==> config.mk <==
export PLATFORM = sky130hd
export DESIGN_NAME = instruction_fetch_ctrl
export DESIGN_NICKNAME = d
export VERILOG_FILES = /design/src/rtl/instruction_fetch_ctrl_pkg.sv /design/src/rtl/instruction_fetch_ctrl_buffer.sv /design/src/rtl/instruction_fetch_ctrl.sv
export SDC_FILE = /design/constraint.sdc
export NUM_CORES = 1
export LEC_CHECK = 0
export ABC_AREA = 1
export CORE_UTILIZATION = 51
export CTS_CLUSTER_SIZE = 14
export DETAILED_ROUTE_END_ITERATION = 10
export GPL_TIMING_DRIVEN = 1
export PLACE_DENSITY = 0.81
export SLEW_MARGIN = 20
export SYNTH_ARGS = -nofsm -noshare
export SYNTH_HDL_FRONTEND = slang
export SYNTH_SLANG_ARGS = --single-unit
==> constraint.sdc <==
create_clock -name Clk -period 1.7 [get_ports Clk]
set_clock_uncertainty 0.15 [all_clocks]
set_input_delay 0.255 -clock Clk [delete_from_list [all_inputs] [get_ports Clk]]
set_output_delay 0.255 -clock Clk [all_outputs]
set_load 0.02 [all_outputs]
==> src/rtl/instruction_fetch_ctrl_pkg.sv <==
// Shared constants and types for the instruction fetch controller and its buffer.
package instruction_fetch_ctrl_pkg;

  localparam int WORD_W      = 32;
  localparam int FETCH_DEPTH = 2;
  localparam int PTR_W       = $clog2(FETCH_DEPTH);
  localparam int CNT_W       = $clog2(FETCH_DEPTH + 1);

  typedef enum logic [1:0] {
    ST_IDLE    = 2'd0,
    ST_REQ     = 2'd1,
    ST_WAIT    = 2'd2,
    ST_DISCARD = 2'd3
  } fetch_state_e;

  typedef struct packed {
    logic [WORD_W-1:0] pc;
    logic [WORD_W-1:0] instr;
  } fetch_entry_t;

endpackage

==> src/rtl/instruction_fetch_ctrl_buffer.sv <==
// Small FIFO of fetched {pc, instruction} pairs; flush empties it and wins over push/pop.
module fetch_buffer
  import instruction_fetch_ctrl_pkg::*;
(
  input  logic               Clk,
  input  logic               Reset,
  input  logic               push_i,
  input  logic               pop_i,
  input  logic               flush_i,
  input  fetch_entry_t       push_entry_i,
  output fetch_entry_t       head_o,
  output logic [CNT_W-1:0]   count_o,
  output logic               valid_o
);

  fetch_entry_t           mem_q [FETCH_DEPTH];
  logic [PTR_W-1:0]       rd_ptr_q;
  logic [PTR_W-1:0]       wr_ptr_q;
  logic [CNT_W-1:0]       count_q;
  logic                   do_pop;
  logic                   do_push;

  assign valid_o = (count_q != '0);
  assign do_pop  = pop_i && valid_o;
  // A push into a full buffer is only legal when the head leaves the same cycle.
  assign do_push = push_i && ((count_q < CNT_W'(FETCH_DEPTH)) || do_pop);

  // Depth is a power of two, so the pointers wrap naturally.
  always_ff @(posedge Clk or negedge Reset) begin
    if (!Reset) begin
      rd_ptr_q <= '0;
      wr_ptr_q <= '0;
      count_q  <= '0;
      for (int i = 0; i < FETCH_DEPTH; i++) mem_q[i] <= '0;
    end else if (flush_i) begin
      rd_ptr_q <= '0;
      wr_ptr_q <= '0;
      count_q  <= '0;
    end else begin
      if (do_push) begin
        mem_q[wr_ptr_q] <= push_entry_i;
        wr_ptr_q        <= wr_ptr_q + 1'b1;
      end
      if (do_pop) rd_ptr_q <= rd_ptr_q + 1'b1;
      if (do_push && !do_pop)      count_q <= count_q + 1'b1;
      else if (do_pop && !do_push) count_q <= count_q - 1'b1;
    end
  end

  assign head_o  = valid_o ? mem_q[rd_ptr_q] : '0;
  assign count_o = count_q;

endmodule

==> src/rtl/instruction_fetch_ctrl.sv <==
// Instruction fetch controller: one outstanding memory read at a time, results queued for decode.
module instruction_fetch_ctrl
  import instruction_fetch_ctrl_pkg::*;
(
  input  logic              Clk,
  input  logic              Reset,
  input  logic [WORD_W-1:0] PCAddress,
  output logic              PCWrite,
  output logic              MemReq,
  output logic [WORD_W-1:0] MemAddr,
  input  logic              MemGnt,
  input  logic              MemRValid,
  input  logic [WORD_W-1:0] MemRData,
  output logic [WORD_W-1:0] Instruction,
  output logic [WORD_W-1:0] InstrPC,
  output logic              InstrValid,
  input  logic              DecodeStall,
  input  logic              Flush
);

  fetch_state_e       state_q;
  logic [WORD_W-1:0]  req_addr_q;
  logic [CNT_W-1:0]   count;
  logic               grant;
  logic               push;
  logic               pop;
  fetch_entry_t       push_entry;
  fetch_entry_t       head;

  // Request is combinational so the grant can be taken in the same cycle.
  assign MemReq  = (state_q == ST_REQ) && (count < CNT_W'(FETCH_DEPTH)) && !Flush;
  assign MemAddr = MemReq ? PCAddress : '0;
  assign grant   = MemReq && MemGnt;
  assign PCWrite = !Reset || !(Flush || grant);

  assign push       = (state_q == ST_WAIT) && MemRValid && !Flush;
  assign pop        = InstrValid && !DecodeStall;
  assign push_entry = '{pc: req_addr_q, instr: MemRData};

  fetch_buffer u_buffer (
    .Clk          (Clk),
    .Reset        (Reset),
    .push_i       (push),
    .pop_i        (pop),
    .flush_i      (Flush),
    .push_entry_i (push_entry),
    .head_o       (head),
    .count_o      (count),
    .valid_o      (InstrValid)
  );

  assign Instruction = head.instr;
  assign InstrPC     = head.pc;

  always_ff @(posedge Clk or negedge Reset) begin
    if (!Reset) begin
      state_q    <= ST_IDLE;
      req_addr_q <= '0;
    end else begin
      case (state_q)
        ST_IDLE: state_q <= ST_REQ;
        ST_REQ: begin
          if (grant) begin
            req_addr_q <= PCAddress;
            state_q    <= ST_WAIT;
          end
        end
        // A flushed request still owes a response; DISCARD swallows it.
        ST_WAIT: begin
          if (Flush)          state_q <= MemRValid ? ST_REQ : ST_DISCARD;
          else if (MemRValid) state_q <= ST_REQ;
        end
        ST_DISCARD: begin
          if (MemRValid) state_q <= ST_REQ;
        end
        default: state_q <= ST_IDLE;
      endcase
    end
  end

endmodule

; After elaboration in Yosys (flattened, before gate mapping)
; Cells that the tools add are included.
[word_totals]
regBits = 166
inputBits = 70
output_inout_bits = 99
elab_cells = 71
[classes]
add_sub_neg = 4
order_cmp = 4
n_eq_ne = 4
n_mux = 20
bitwise_logic = 3
n_reduce_logical = 27
[op_table]
columns = op, n
row1 = $mux 64, 5
row2 = $bwmux 128, 1
row3 = $demux 64 s1, 1
row4 = $mux 32, 1
row5 = $mux 2, 7
row6 = $logic_and 1x1->1, 11
row7 = $pmux 2 s4, 1
row8 = $logic_not 1->1, 6
row9 = $reduce_bool 2->1, 3
row10 = $eq 2x2->1 const B, 2
row11 = $ge 2x2->1 const B, 2
row12 = $mux 1, 4
row13 = $not 1->2, 2
row14 = $reduce_and 2->1, 2
row15 = $logic_or 1x1->1, 3
row16 = $reduce_bool 3->1, 1
row17 = $add 1x1->1 const B, 2
row18 = $add 2x1->2 const B, 1
row19 = $eq 2x1->1 const B, 1
row20 = $logic_not 2->1, 1
row21 = $lt 2x1->1 const B, 1
row22 = $lt 2x2->1 const B, 1
row23 = $ne 2x2->1 const B, 1
row24 = $sub 2x1->2 const B, 1
row25 = $not 1->1, 1

; Longest topological paths before layout
; Gate-level depths: netlist (run 1).
[depth]
ltp_word = 10
mapped_depth = 8
depth_no_buf = 8

; Cells and area by module
; A second synthesis (run 1) with hierarchy kept.
[hier_totals]
cells_unflattened = 957
hier_area_um2 = 7911.3
[modules_own_cells]
columns = mod, n_inst, cells_each, area_each_um2, seq_area_each_um2
row1 = fetch_buffer, 1, 723, 6185.9, 3303.2
row2 = instruction_fetch_ctrl, 1, 234, 1725.4, 850.8

; Worst setup path after synthesis (run 1)
; No wires, ideal clock.
[synth_path]
path_kind = reg-to-output
start = register u_buffer.rd_ptr_q
end = output port InstrPC[10]
arrival_ns = 1.394
required_time_ns = 1.295
setup_slack_ns = -0.099
stages_incl_launch_ff = 6
path_buffers = 2
path_cell_list = dfrtp_1 inv_1 clkbuf_1 buf_1 nand2_1 a21oi_1
[synth_via]
elab_chain_len = 5
[synth_rtl]
columns = element, line_no
row1 = start: declaration, instruction_fetch_ctrl_buffer.sv:17  ; logic [PTR_W-1:0] rd_ptr_q;
row2 = start signal: assignment, instruction_fetch_ctrl_buffer.sv:44  ; if (do_pop) rd_ptr_q <= rd_ptr_q + 1'b1;
row3 = $not 1->2 (not written as such), instruction_fetch_ctrl_buffer.sv:50  ; assign head_o = valid_o ? mem_q[rd_ptr_q] : '0;
row4 = $mux 64 (not written as such) (3 in a row), instruction_fetch_ctrl_buffer.sv:50
row5 = $mux 64, instruction_fetch_ctrl_buffer.sv:50
row6 = end: declaration, instruction_fetch_ctrl.sv:15  ; output logic [WORD_W-1:0] InstrPC,
; No other way between the ends. The select of a mux whose other input is x is not followed.

; Final worst setup path (run 1)
[layout_path]
start = register state_q[1]
end = output port MemAddr[28]
[layout_via]
elab_chain_len = 4
[layout_rtl]
columns = element, line_no
row1 = start: declaration, instruction_fetch_ctrl.sv:21  ; fetch_state_e state_q;
row2 = start signal: assignment, instruction_fetch_ctrl.sv:70  ; if (Flush) state_q <= MemRValid ? ST_REQ : ST_DISCARD;
row3 = $eq 2x1->1, instruction_fetch_ctrl.sv:31  ; assign MemReq = (state_q == ST_REQ) && (count < CNT_W'(FETCH_DEPTH)) && !Flush;
row4 = $logic_and 1x1->1 (2 in a row), instruction_fetch_ctrl.sv:31
row5 = $mux 32, instruction_fetch_ctrl.sv:32  ; assign MemAddr = MemReq ? PCAddress : '0;
row6 = end: declaration, instruction_fetch_ctrl.sv:10  ; output logic [WORD_W-1:0] MemAddr,
; No other way between the ends.

==> impl_metrics.env, run 1 <==
export IMPL_clockBufferDepth=2
export IMPL_n_antenna_cell=0
export IMPL_synthTopCellsByArea="dfrtp_1 55%, nand2_1 15%, o21ai_2 6.1%, inv_1 5.1%, o21ai_0 4.8%"
export IMPL_hpwl_um=11700
export IMPL_synth_edf_count=0
export IMPL_ys_seq_elements=166
export IMPL_cp_slowest_cell="dfrtp_1"
export IMPL_area_growth_pct=70.5
export IMPL_drc=0
export IMPL_critical_path_max_stage_delay_ns=0.44
export IMPL_avgViaCountPerCell=5.94
export IMPL_antenna_found_initial=0
export IMPL_worst_pin_slew_ns=0.900
export IMPL_end_kind="output port"
export IMPL_critPathKind="flip-flop to output port"
export IMPL_stdcell_area_sq_mm=0.0129
export IMPL_place_congestion=0.806
export IMPL_grt_usage=0.290
export IMPL_violations="setup timing"
export IMPL_synth_seq_area_share=0.547
export IMPL_first_iter_violations=885
export IMPL_synth_top_family_by_area="compound AO/OA/AOI/OAI gates"
export IMPL_port_buffers=168
export IMPL_syn_nets=982
export IMPL_fin_nets=1228
export IMPL_placed_area_sq_mm=0.0100
export IMPL_grt_max_degree=97
export IMPL_synthFlopType="dfrtp_1"
export IMPL_io_pins=169
export IMPL_critPathMaxFanout=8
export IMPL_synth_mux_area_fraction=0
export IMPL_post_route_min_period_ns=2.10
export IMPL_clkLatencyLatePin_ns=0.44
export IMPL_critPathRequiredTime_ns=1.29
export IMPL_ys_warn_count=0
export IMPL_drv_slew=0
export IMPL_path_buf_inv=4
export IMPL_core_area_sq_mm=0.0145
export IMPL_synthesis_area_sq_mm=0.00759
export IMPL_ant_nets=0
export IMPL_cp_start_kind="flip-flop"
export IMPL_synthArstFlopShare=1.00
export IMPL_htreeDepth=4
export IMPL_synthXorXnorAreaFrac=0
export IMPL_cts_tree="done"
export IMPL_synth_compound_area_share=0.178
export IMPL_die_w_um=124
export IMPL_setup_viol=243
export IMPL_fin_crit_sh=1.23
export IMPL_cts_root_buf="clkbuf_16"
export IMPL_drt_first_pass_iters=6
export IMPL_drive_gt1_frac=0.458
export IMPL_hold_path_class="input port to flip-flop"
export IMPL_wl_um=31300
export IMPL_rsz0062_at_grt="true"
export IMPL_crit_family="buffers and inverters"
export IMPL_core_rowCount=44
export IMPL_numCtsBuffers=17
export IMPL_yosysTopAreaCell="dfrtp_1"
export IMPL_grt_pass1_vias=6729
export IMPL_crit_arrival_ns=1.69
export IMPL_max_cap_viol_count=0
export IMPL_grt_overflow_total=0
export IMPL_clock_sinks=166
export IMPL_syn_inst=912
export IMPL_max_freq_mhz=476
export IMPL_synthTopCellsByCount="306 x nand2_1, 166 x dfrtp_1, 104 x inv_1, 73 x o21ai_0, 66 x a21oi_1"
export IMPL_synthAdderAreaFrac=0
export IMPL_die_area_sq_mm=0.0154
export IMPL_synth_cell_types=20
export IMPL_worst_hold_slack_ns=0.250
export IMPL_crit_chain="inv_2 -> nand4_4 -> buf_6 -> buf_12 -> nor2_4 -> buf_6"
export IMPL_die_y_um=124
export IMPL_powerDensity_mw_per_mm2=1560
export IMPL_synth_top_area_frac=0.547
export IMPL_synth_avg_cell_area_sq_um=8.33
export IMPL_grt_pass1_wl_um=33400
export IMPL_ir_drop_mv=1.19
export IMPL_hold_viol=0
export IMPL_wl_per_cell_um=23.2
export IMPL_timing_final_ws_setup_ns=-0.399
export IMPL_num_vias=8016
export IMPL_clkTransAtPathRegs_ns=0.07
export IMPL_start_util=0.522
export IMPL_p_leak_nw=5.87
export IMPL_synth_simple_gate_area_share=0.176
export IMPL_yosysMostFrequentCell="nand2_1"
export IMPL_crit_top_cell="buf_6"
export IMPL_status="finished with violations"
export IMPL_max_slew_margin=0.400
-- timing repair --
action,in CTS,in global routing
gates cloned,9,31
gates resized for setup,621,360
hold endpoints to repair,166,0
hold buffers,1,0
buffers inserted,7,13
pin swaps,3,22
setup endpoints to repair,149,209
-- registers in the layout, summed over array words and instances, names as in the netlist --
signal             count
u_buffer.wr_ptr_q      1
u_buffer.count_o       2
state_q                2
u_buffer.rd_ptr_q      1
req_addr_q            32
u_buffer.mem_q       128
-- cell type report --
cell class                      count  area (sq um)
Tap cell                          184           230
Clock inverter                      4           120
Timing Repair Buffer              283          3490
Clock buffer                       22           494
Multi-Input combinational cell    583          4040
Inverter                          107           414
Fill cell                         586          1590
Sequential cell                   166          4160
-- per-stage QoR --
step           power, mW  worst slack [ns]  std cells   util  setup TNS [ns]
2_1_floorplan       9.26           -0.0147        912      -          -0.131
3_3_place_gp        11.9            -0.475       1265  0.689          -81.01
3_5_place_dp        12.1            -0.577       1265  0.689          -89.97
4_1_cts             17.6            -0.353       1308  0.769          -30.28
5_1_grt             20.9            -0.438       1349  0.891          -46.17
6_report            20.3            -0.399       1349  0.891          -39.36
-- worst min-delay path, cell delays in order --
cell and delay, ns:
clkdlybuf4s50_1 0.40, inv_1 0.08, o21ai_2 0.06
-- per-layer routing --
layer  global-route usage  vias to the layer above  share of wire
li1                     -                     3373              -
met1                0.363                     3918           0.35
met3               0.0733                      171          0.090
met5                    0                        -              0
met2                0.490                      554           0.50
met4               0.0952                        0          0.062
-- power by group --
group / switching [mW] / leakage, nW / total, mW / internal, mW
combinational: 5.39 / 3.35 / 9.91 / 4.51
sequential: 1.17 / 2.22 / 6.19 / 5.03
clock: 1.55 / 0.302 / 4.16 / 2.61
-- kinds of logic (layout without fill, tap and decap cells) --
logic type / count (synthesis) / in the layout
AO/OA/AOI/OAI: 231 / 231
buffers and inverters: 166 / 416
flip-flops: 166 / 166
AND/OR/NAND/NOR: 349 / 352
-- cells in the final DEF, fill, tap and decap left out --
cell             Yosys  routed
o21ai_0             73      15
o21ai_4              0       3
inv_2                3       4
nand2_2              0      41
a21oi_1             66       2
nor2_4               0      35
buf_4                1      65
dfrtp_1            166     164
nand3_1              4       3
clkdlybuf4s50_1      0      68
nand4_4              0       1
buf_8                0       2
buf_6               13      96
inv_1              104     100
clkbuf_16            0      38
nand3_4              0       2
nor2_1              35       1
inv_8                0       1
clkbuf_8             0       5
dfrtp_2              0       2
a21oi_4              0      13
a21oi_2              0      51
o21ai_1             39      79
dlygate4sd3_1        0       1
bufinv_16            0       4
o21ai_2             53      68
inv_4                0       2
nand2_1            306     198
buf_12               0      20
buf_16               0      10
nand2_4              0      67
or2_4                1       4
-- final timing paths --
kind,from,to,slack (ns),cells past startpoint
worst max-delay path,state_q[1],MemAddr[28],-0.40,6
worst min-delay path,MemRData[29],u_buffer.mem_q[93],0.25,3
worst max register to register,u_buffer.count_o[1],u_buffer.count_o[1],-0.14,9
worst min register to register,req_addr_q[8],req_addr_q[8],0.34,2
max in group asynchronous,Reset,req_addr_q[26],0.24,3
min in group asynchronous,Reset,u_buffer.mem_q[33],0.38,3
(Power assumes the default switching activity.)
==> run 2: changes to the inputs <==
--- a/config.mk
+++ b/config.mk
@@ -6,11 +6,12 @@
 export NUM_CORES = 1
 export LEC_CHECK = 0
 export ABC_AREA = 1
+export CORE_MARGIN = 4
 export CORE_UTILIZATION = 51
 export CTS_CLUSTER_SIZE = 14
 export DETAILED_ROUTE_END_ITERATION = 10
 export GPL_TIMING_DRIVEN = 1
-export PLACE_DENSITY = 0.81
+export PLACE_DENSITY = 0.85
 export SLEW_MARGIN = 20
 export SYNTH_ARGS = -nofsm -noshare
 export SYNTH_HDL_FRONTEND = slang
==> run 2 against run 1 <==
  * Largest cell class unchanged
  * First-iteration DRC count is 11% higher
  * Count of clock-buffer cells in the layout is 5 higher
  * Design area hardly changed
  * Sequential power is 3.4% lower
  * Clock power is 9.4% lower
  * Utilization is 0.060 points higher
  * Flip-flop and latch count stayed put
  * Global-route usage is 2.2 points lower
  * The flow still finishes with violations (setup timing)
==> impl_metrics.env, run 2 (synthesized netlist as in run 1, its figures left out) <==
export IMPL_port_buffers=168
export IMPL_ir_drop_mv=1.09
export IMPL_r2r_end="u_buffer.mem_q[22]"
export IMPL_setup_viol=260
export IMPL_crit_arrival_ns=1.73
export IMPL_cp_slowest_cell="dfrtp_2"
export IMPL_grt_max_degree=107
export IMPL_fin_crit_sh=1.25
export IMPL_end_kind="output port"
export IMPL_powerDensity_mw_per_mm2=1540
export IMPL_cts_root_buf="clkbuf_16"
export IMPL_reg2regPathDepth=8
export IMPL_hpwl_um=12100
export IMPL_htreeDepth=4
export IMPL_cts_tree="done"
export IMPL_cp_start_kind="flip-flop"
export IMPL_grt_overflow_total=0
export IMPL_hold_end="u_buffer.mem_q[84]"
export IMPL_final_common_cell="nand2_1"
export IMPL_hold_viol=0
export IMPL_clock_sinks=166
export IMPL_clkTransAtPathRegs_ns=0.06
export IMPL_layout_common_cells="221 x nand2_1, 164 x dfrtp_1, 104 x buf_6"
export IMPL_wl_per_cell_um=23.5
export IMPL_fillers=604
export IMPL_drv_slew=0
export IMPL_die_w_um=130
export IMPL_rsz0062_at_grt="true"
export IMPL_post_route_min_period_ns=2.13
export IMPL_die_y_um=130
export IMPL_n_antenna_cell=0
export IMPL_top_regs="u_buffer.mem_q: 128 flops, req_addr_q: 32 flops"
export IMPL_status="finished with violations"
export IMPL_avgViaCountPerCell=5.99
export IMPL_path_buf_inv=4
export IMPL_dp_cells=1264
export IMPL_reg2reg_slack_ns=-0.34
export IMPL_largest_reg_flops=128
export IMPL_io_pins=169
export IMPL_start_util=0.522
export IMPL_wl_um=32400
export IMPL_stdcell_count=1376
export IMPL_final_seq_area_sq_mm=0.00416
export IMPL_drt_first_pass_iters=6
export IMPL_violations="setup timing"
export IMPL_max_cap_viol_count=0
export IMPL_numCtsBuffers=17
export IMPL_hold_path_class="input port to flip-flop"
export IMPL_drive_gt1_frac=0.433
export IMPL_drc=0
export IMPL_tns_ns=-57.29
export IMPL_critical_path_max_stage_delay_ns=0.46
export IMPL_reg2reg_from="u_buffer.count_o[1]"
export IMPL_crit_chain="clkinv_4 -> buf_12 -> buf_16 -> nand2_4 -> a21oi_2 -> buf_4"
export IMPL_clockBufferDepth=2
export IMPL_core_rowCount=44
export IMPL_antenna_found_initial=0
export IMPL_max_freq_mhz=469
export IMPL_grt_usage=0.267
export IMPL_multiInputGateArea_sq_mm=0.00376
export IMPL_critPathMaxFanout=8
export IMPL_min_from="MemRData[20]"
export IMPL_grt_pass1_wl_um=34900
export IMPL_clkLatencyLatePin_ns=0.44
export IMPL_max_slew_margin=0.478
export IMPL_worst_pin_slew_ns=0.783
export IMPL_crit_family="buffers and inverters"
export IMPL_critPathKind="flip-flop to output port"
export IMPL_first_iter_violations=983
export IMPL_grt_pass1_vias=7069
export IMPL_critPathRequiredTime_ns=1.29
export IMPL_num_vias=8239
export IMPL_area_growth_pct=70.6
export IMPL_core_area_sq_mm=0.0145
export IMPL_ant_nets=0
export IMPL_die_area_sq_mm=0.0169
export IMPL_p_leak_nw=5.99
export IMPL_fin_nets=1250
export IMPL_top_register="u_buffer.mem_q"
export IMPL_timing_final_ws_setup_ns=-0.432
export IMPL_place_congestion=0.837
export IMPL_hold_path_depth=3
-- run 2: cell types whose count changed in the layout (fill, tap and decap cells not counted), sizes merged --
cell    delta
buf       +23
clkbuf     +5
clkinv     +3
or2        -3
bufbuf     +2
bufinv     -2
inv        -1
-- run 2: per-stage QoR --
stage | util | setup slack, ns | hold slack, ns | cell area, sq um | total power, mW
final | 0.891 | -0.432 | 0.260 | 13000 | 20.0
after global routing | 0.891 | -0.470 | 0.264 | 13000 | 20.7
after CTS | 0.777 | -0.376 | 0.233 | 11300 | 16.9
after detailed placement | 0.685 | -0.576 | 0.276 | 9950 | 11.7
after global placement | 0.685 | -0.497 | 0.270 | 9950 | 11.5
after floorplan | - | -0.0147 | -0.191 | 7790 | 9.26
-- run 2: report_power, final --
group / switching (mW) / leakage (nW) / internal (mW) / total [mW]
sequential: 0.954 / 2.22 / 5.03 / 5.98
clock: 1.53 / 0.269 / 2.23 / 3.77
combinational: 5.62 / 3.50 / 4.63 / 10.3
total: 8.11 / 5.99 / 11.9 / 20.0
-- run 2: worst max-delay path by stage --
stage	startpoint	endpoint	slack, ns	cells after the start
global placement	Flush	MemAddr[31]	-0.50	6
finish	u_buffer.rd_ptr_q	InstrPC[31]	-0.43	6
CTS	u_buffer.count_o[1]	MemAddr[5]	-0.38	5
detailed placement	Flush	MemAddr[25]	-0.58	6
floorplan	u_buffer.rd_ptr_q	Instruction[2]	-0.01	4
global route	u_buffer.rd_ptr_q	InstrPC[31]	-0.47	6
-- run 2: timing repair --
item / 4_1_cts / 5_1_grt
endpoints found under the setup margin: 218 / 241
hold buffers: 1 / 0
hold endpoints to repair: 166 / 0
setup buffers: 19 / 24
cloned: 11 / 31
pin swaps: 16 / 22
gates resized for setup: 622 / 253
-- run 2: metal layers --
layer	vias to the layer above	track usage	wire length, um
met5	-	0	0
met4	0	0.0966	1510
met3	164	0.0655	3230
met2	615	0.450	16100
met1	4048	0.338	11500
li1	3412	-	-
-- run 2: area by class of cell --
cell class	instances	share of cell area
clock buffer	27	0.0373
clock inverter	4	0.00541
inverter	107	0.0316
multi-input combinational	580	0.290
sequential	166	0.321
tap	184	0.0178
timing repair buffer	308	0.297
-- run 2: worst reg2reg max path: stages (launching register included) --
cell,delay (ns)
dfrtp_2,0.46
buf_4,0.15
buf_6,0.11
nand2_4,0.08
buf_6,0.11
nand3_4,0.18
buf_12,0.21
buf_6,0.15
o21ai_0,0.31
